<file path="src/rtl/code_lock_pkg.sv">
// Shared definitions for the multi-digit code lock: state encoding and a width helper.
package code_lock_pkg;

    typedef enum logic [2:0] {
        IDLE    = 3'd0,
        ENTRY   = 3'd1,
        CHECK   = 3'd2,
        OPEN    = 3'd3,
        LOCKOUT = 3'd4
    } lock_state_t;

    // Bits needed to hold values 0..value-1 (callers pass max+1).
    function automatic int clog2(input int value);
        int result;
        result = 0;
        for (int v = value - 1; v > 0; v = v >> 1) begin
            result++;
        end
        return result;
    endfunction

endpackage

</file>
<file path="src/rtl/code_lock_fsm_cycle_timer.sv">
// Load / decrement / zero-flag down-counter used for the door, lockout and entry timers.
module cycle_timer #(
    parameter int WIDTH = 4
) (
    input  logic             clk,
    input  logic             rst,
    input  logic             load,
    input  logic [WIDTH-1:0] load_value,
    input  logic             dec,
    output logic             zero
);

    logic [WIDTH-1:0] count;

    // Load wins over decrement; the count saturates at zero.
    always_ff @(posedge clk) begin
        if (rst) begin
            count <= '0;
        end else if (load) begin
            count <= load_value;
        end else if (dec && (count != '0)) begin
            count <= count - 1'b1;
        end
    end

    assign zero = (count == '0);

endmodule

</file>
<file path="src/rtl/code_lock_fsm.sv">
// Multi-digit access-code lock: collects DIGITS keypad digits, opens the door or counts a failure.
// Optional ENTRY_TIMEOUT_EN macro adds an inactivity timeout during code entry.
module code_lock_fsm
    import code_lock_pkg::*;
#(
    parameter int                       CODE_W         = 4,
    parameter int                       DIGITS         = 4,
    parameter logic [DIGITS*CODE_W-1:0] CODE           = 16'h9371,
    parameter int                       MAX_FAILS      = 3,
    parameter int                       OPEN_CYCLES    = 8,
    parameter int                       LOCK_CYCLES    = 16,
    parameter int                       TIMEOUT_CYCLES = 10
) (
    input  logic                             clk,
    input  logic                             rst,
    input  logic                             digit_valid,
    input  logic [CODE_W-1:0]                digit,
    input  logic                             clear,
    output logic                             digit_ready,
    output logic                             open_access_door,
    output logic                             locked_out,
    output logic [$clog2(MAX_FAILS+1)-1:0]   fail_count,
    output logic [2:0]                       state_out
);

    localparam int FAIL_W   = clog2(MAX_FAILS + 1);
    localparam int IDX_W    = clog2(DIGITS + 1);
    localparam int HOLD_MAX = (OPEN_CYCLES > LOCK_CYCLES) ? OPEN_CYCLES : LOCK_CYCLES;
    localparam int HOLD_W   = clog2(HOLD_MAX + 1);

    lock_state_t       state;
    lock_state_t       state_next;
    logic [IDX_W-1:0]  idx;
    logic              mismatch;
    logic [CODE_W-1:0] expected_digit;
    logic              accept;
    logic              last_digit;
    logic              digit_miss;
    logic              fail_sat;
    logic              fail_event;
    logic              timeout_expired;
    logic              hold_load;
    logic              hold_zero;
    logic [HOLD_W-1:0] hold_value;

    // Keypad handshake: a digit transfers on a cycle where digit_valid and digit_ready are both
    // high and clear is low; digit_ready depends only on the registered state.
    assign accept         = digit_valid && digit_ready && !clear;
    assign expected_digit = CODE_W'(CODE >> (CODE_W * (DIGITS - 1 - int'(idx))));
    assign digit_miss     = (digit != expected_digit);
    assign last_digit     = (idx == IDX_W'(DIGITS - 1));
    assign fail_sat       = (int'(fail_count) + 1) >= MAX_FAILS;

`ifdef ENTRY_TIMEOUT_EN
    localparam int TO_W = clog2(TIMEOUT_CYCLES + 1);
    logic entry_zero;

    // Reloaded by every accepted digit, counts down only while waiting in ENTRY.
    cycle_timer #(
        .WIDTH(TO_W)
    ) u_entry_timer (
        .clk        (clk),
        .rst        (rst),
        .load       (accept),
        .load_value (TO_W'(TIMEOUT_CYCLES - 1)),
        .dec        (state == ENTRY),
        .zero       (entry_zero)
    );

    assign timeout_expired = (state == ENTRY) && !clear && !accept && entry_zero;
`else
    logic timeout_unused;
    assign timeout_unused  = (TIMEOUT_CYCLES != 0);
    assign timeout_expired = 1'b0;
`endif

    assign fail_event = ((state == CHECK) && mismatch) || timeout_expired;

    always_ff @(posedge clk) begin
        if (rst) begin
            state <= IDLE;
        end else begin
            state <= state_next;
        end
    end

    always_comb begin
        state_next = state;
        case (state)
            IDLE: begin
                if (accept) begin
                    state_next = last_digit ? CHECK : ENTRY;
                end
            end
            ENTRY: begin
                if (clear) begin
                    state_next = IDLE;
                end else if (accept && last_digit) begin
                    state_next = CHECK;
                end else if (timeout_expired) begin
                    state_next = fail_sat ? LOCKOUT : IDLE;
                end
            end
            CHECK: begin
                if (mismatch) begin
                    state_next = fail_sat ? LOCKOUT : IDLE;
                end else begin
                    state_next = OPEN;
                end
            end
            OPEN, LOCKOUT: begin
                if (hold_zero) begin
                    state_next = IDLE;
                end
            end
            default: state_next = IDLE;
        endcase
    end

    always_comb begin
        digit_ready      = (state == IDLE) || (state == ENTRY);
        open_access_door = (state == OPEN);
        locked_out       = (state == LOCKOUT);
        state_out        = state;
    end

    // Loaded with duration-1 on entry so the state lasts exactly the full duration.
    assign hold_load  = (state_next != state) &&
                        ((state_next == OPEN) || (state_next == LOCKOUT));
    assign hold_value = (state_next == OPEN) ? HOLD_W'(OPEN_CYCLES - 1)
                                             : HOLD_W'(LOCK_CYCLES - 1);

    cycle_timer #(
        .WIDTH(HOLD_W)
    ) u_hold_timer (
        .clk        (clk),
        .rst        (rst),
        .load       (hold_load),
        .load_value (hold_value),
        .dec        ((state == OPEN) || (state == LOCKOUT)),
        .zero       (hold_zero)
    );

    always_ff @(posedge clk) begin
        if (rst) begin
            idx        <= '0;
            mismatch   <= 1'b0;
            fail_count <= '0;
        end else begin
            if (state_next == IDLE) begin
                idx      <= '0;
                mismatch <= 1'b0;
            end else if (accept) begin
                idx      <= idx + 1'b1;
                mismatch <= mismatch | digit_miss;
            end

            if (fail_event) begin
                fail_count <= fail_sat ? FAIL_W'(MAX_FAILS) : fail_count + 1'b1;
            end else if ((state == CHECK) && !mismatch) begin
                fail_count <= '0;
            end else if ((state == LOCKOUT) && (state_next == IDLE)) begin
                fail_count <= '0;
            end
        end
    end

endmodule

</file>
<file path="config.mk">
export PLATFORM = sky130hd
export DESIGN_NAME = code_lock_fsm
export DESIGN_NICKNAME = d
export VERILOG_FILES = /design/src/rtl/code_lock_pkg.sv /design/src/rtl/code_lock_fsm_cycle_timer.sv /design/src/rtl/code_lock_fsm.sv
export SDC_FILE = /design/constraint.sdc
export NUM_CORES = 1
export LEC_CHECK = 0
export ABC_AREA = 1
export CAP_MARGIN = 15
export CELL_PAD_IN_SITES_DETAIL_PLACEMENT = 1
export CELL_PAD_IN_SITES_GLOBAL_PLACEMENT = 2
export CORE_UTILIZATION = 30
export CTS_BUF_LIST = sky130_fd_sc_hd__clkbuf_16
export CTS_CLUSTER_SIZE = 12
export DETAILED_ROUTE_END_ITERATION = 8
export HOLD_SLACK_MARGIN = 0.02
export PLACE_DENSITY_LB_ADDON = 0.1
export RECOVER_POWER = 25
export SLEW_MARGIN = 30
export SYNTH_ARGS = -nofsm -noshare
export SYNTH_HDL_FRONTEND = slang
export SYNTH_SLANG_ARGS = --single-unit
</file>
<file path="constraint.sdc">
create_clock -name clk -period 3 [get_ports clk]
set_input_delay 0.45 -clock clk [delete_from_list [all_inputs] [get_ports clk]]
set_output_delay 0.45 -clock clk [all_outputs]
set_load 0.01 [all_outputs]
</file>
==> summary.md <==
| Metric | Value |
|---|---|
| Outcome | complete, no violations |
| Die area | 3190 sq um |
| Combinational family with the most area after synthesis | simple AND/OR/NAND/NOR gates |
| IO Port Bufs | 15 |
| Routed WL | 2290 microns |
| Routed WL per cell | 13.0 microns |
| R2r setup slk | 1370 ps |
| Critical path origin | state_out[2] |
| Power Density | around 430 nW/um^2 |
| Met1 usage | between 20% and 30% |
| Critical Path Start Type | flop |
| Worst-path clk slew | around 50 ps |
| Die X-Extent | roughly 56 microns |
| Asr flop ratio synth | 0% |
| Fin area | 1140 sq um |
| Area after DPL | roughly 1100 sq um |
| WP data required | 2550 ps |
| Grt ovf | 0 |
| Leak | 0.000486 uW |
| TritonCTS clock tree | built |
| RR Startpoint | u_hold_timer.count[0] |
| Synth Area in XOR/XNOR | 4.92% |
| Share of layout cells above drive strength 1 | 14.5% |
| First-pass GRT wire length | between 4000 and 5000 microns |
| Antenna-violating nets left | 0 |
| Yosys warning count | 0 |
| Number of synthesized register bits | 14 |
| Hold Path Class | flop to flop |
| Root buf cell | clkbuf_16 |
| Rel. slew slack | between 70% and 80% |
| Post-CTS setup buffers | 0 |
| CP max-delay cell | clkdlybuf4s50_1 |
| Initial antenna violation count | 0 |
| # H-tree levels | 1 |
| Synth top area share | 31.5% |
| Pin count of the biggest net entering global routing | 9 |
| Synth-to-Final Area Change | 28.2% |
| Crit share post-route | 69.1% |
| Syn_nets | between 100 and 150 |
| Max Cap Violations | 0 |
| Max incr delay on CP | 580 ps |
| Vias in the first global route | 879 |
| DP Worst Slack | 982 ps |
| Largest area contributor in the netlist | dfxtp_1 |
| Most common cell in the netlist | nand2_1 |
| Post-layout minimum cycle time | about 2100 ps |
| CP endpoint kind | primary output |
| Fmax | 482 MHz |
| Clk sinks | 14 |
| Tightest Pin Transition | 383 ps |
| Met3 Usage GRT | roughly 3.5% |
| I/O Pins | 16 |
| Hold Startpoint | mismatch |
| Register area share after synthesis | 31.5% |
| Core area | 2780 sq um |
| Final hold slack | roughly 520 ps |
| Avg Synthesized Cell Area | between 7 and 8 sq um |
| Netlist cell types | 26 |
| CTS resizes | 0 |
| Worst path cell trace | inv_1 -> nor3_4 -> clkdlybuf4s50_1 |
| Max Root-Sink Buffers | 2 |
| Crit path kind | flop to primary output |
| Final Hold Fails | 0 |
| DR DRC count | 0 |
| Post-synth EDFFs | 0 |
| Nets@finish | 158 |
| CP max FO | 6 |
| Num CTS Buffers | 3 |
| Met2 Use GR | 27.2% |
| Worst EP arrival | 1620 ps |
| Setup violations, final | 0 |
| Synth Area in Adders | 5.62% |
| Mux contribution to synthesized area | 0% |
| Via-per-instance ratio | between 4 and 5 |
| Final Max Slew Viols | 0 |
| Compound-Gate Fraction of Synth Area | around 14% |
| DRT iter0 DRCs | 19 |
| Die Span Y | 56.5 microns |
| RSZ-0062 raised after global routing | false |
| Commonest cells post-synth | nand2_1 (23), dfxtp_1 (14), inv_1 (14), nor2_1 (13), nand3_1 (10) |
| Skew final | between 3 and 4 ps |
| Final critical-path setup slack | 926 ps |
| Hold_buf cts | 0 |
| DR pass1 iterations | 4 |
| Placer Congestion | 0.798 |
| Simple-gate share of the synthesized area | 36.7% |
| Initial Util | 32.0% |
| Filler instances | 353 |
| Gr usage total | 16.4% |
| Synth Cell Area | around 890 sq um |
| Mapped Cells | 127 |
| Vias | 858 |
| Rows | 19 |
| Setup tns final | 0 ps |
| GRT busiest layer | met2 |
| Area contributors post-synth | dfxtp_1 (31%), nand2_1 (9.7%), inv_1 (5.9%) |
| N_diodes | 0 |
| Peak supply drop | 0.000251 V |
| Clk_lat worst skew | 250 ps |
| DP HPWL | 1820 microns |
| Most used DFF post-synth | dfxtp_1 |
| Final Util | 41.1% |
-- per-layer routing --
layer,part of all wire [%],vias up,wire [microns]
met2,48,9,1100
met1,48,396,1090
met5,0,-,0
met3,2.2,5,51
li1,-,448,-
met4,1.8,0,42
-- logic make-up (layout without fill, tap and decap cells) --
logic type / count (synthesis) / after routing
and+or+nand+nor: 66 / 66
AOI/OAI and AO/OA: 20 / 20
buffers and inverters: 18 / 36
DFF: 14 / 14
xor gates and xnor gates: 5 / 5
adders and majority gates: 4 / 4
-- stage by stage --
step                cells  total power [uW]
floorplan             127               213
global placement      172               229
detailed placement    172               230
CTS                   176               489
global route          176               507
finish                176               487
-- layout by cell type (no fill, tap or decap), drive strengths merged --
master / instances
a21oi: 10
a2bb2oi: 1
a31o: 1
and2: 1
clkbuf: 3
clkdlybuf4s50: 14
clkinv: 1
dfxtp: 14
dlygate4sd3: 1
ha: 4
inv: 17
nand2: 30
nand3: 12
nand4: 3
nor2: 17
nor3: 2
o211ai: 1
o21ai: 6
o22ai: 1
or2: 1
xnor2: 1
xor2: 4
-- power by group --
group	leakage, uW	switching, uW	internal (uW)
sequential	0.000113	2.75	188
combinational	0.000334	18.2	17.0
clock	0.0000385	84.9	177
-- worst max-delay path: cells and delay by family (launching register included) --
family | cells | cell delay (ps)
buffers and inverters | 2 | 700
flip-flops | 1 | 480
AND/OR/NAND/NOR | 1 | 200
-- worst paths after layout --
| path | to | cells past startpoint |
|---|---|---|
| worst max-delay path | locked_out | 3 |
| worst min-delay path | mismatch | 2 |
| worst max register to register | u_hold_timer.count[2] | 13 |
| worst min register to register | mismatch | 2 |
-- sequential cells by signal, indices dropped and copies added, names as in the netlist --
signal	flops
fail_count	2
u_hold_timer.count	5
mismatch	1
state_out	3
idx	3
-- area by class of cell --
| type | count | area, sq um | share of cell area (%) |
|---|---|---|---|
| repair buffers | 15 | 150 | 13.1 |
| inverters | 17 | 63.8 | 5.59 |
| clock inverters | 1 | 3.75 | 0.329 |
| well taps | 31 | 38.8 | 3.40 |
| flip-flops and latches | 14 | 280 | 24.5 |
| multi-input cells | 95 | 531 | 46.4 |
| clock buffers | 3 | 75.1 | 6.57 |
Note: power is estimated with default switching activity, not from simulation.
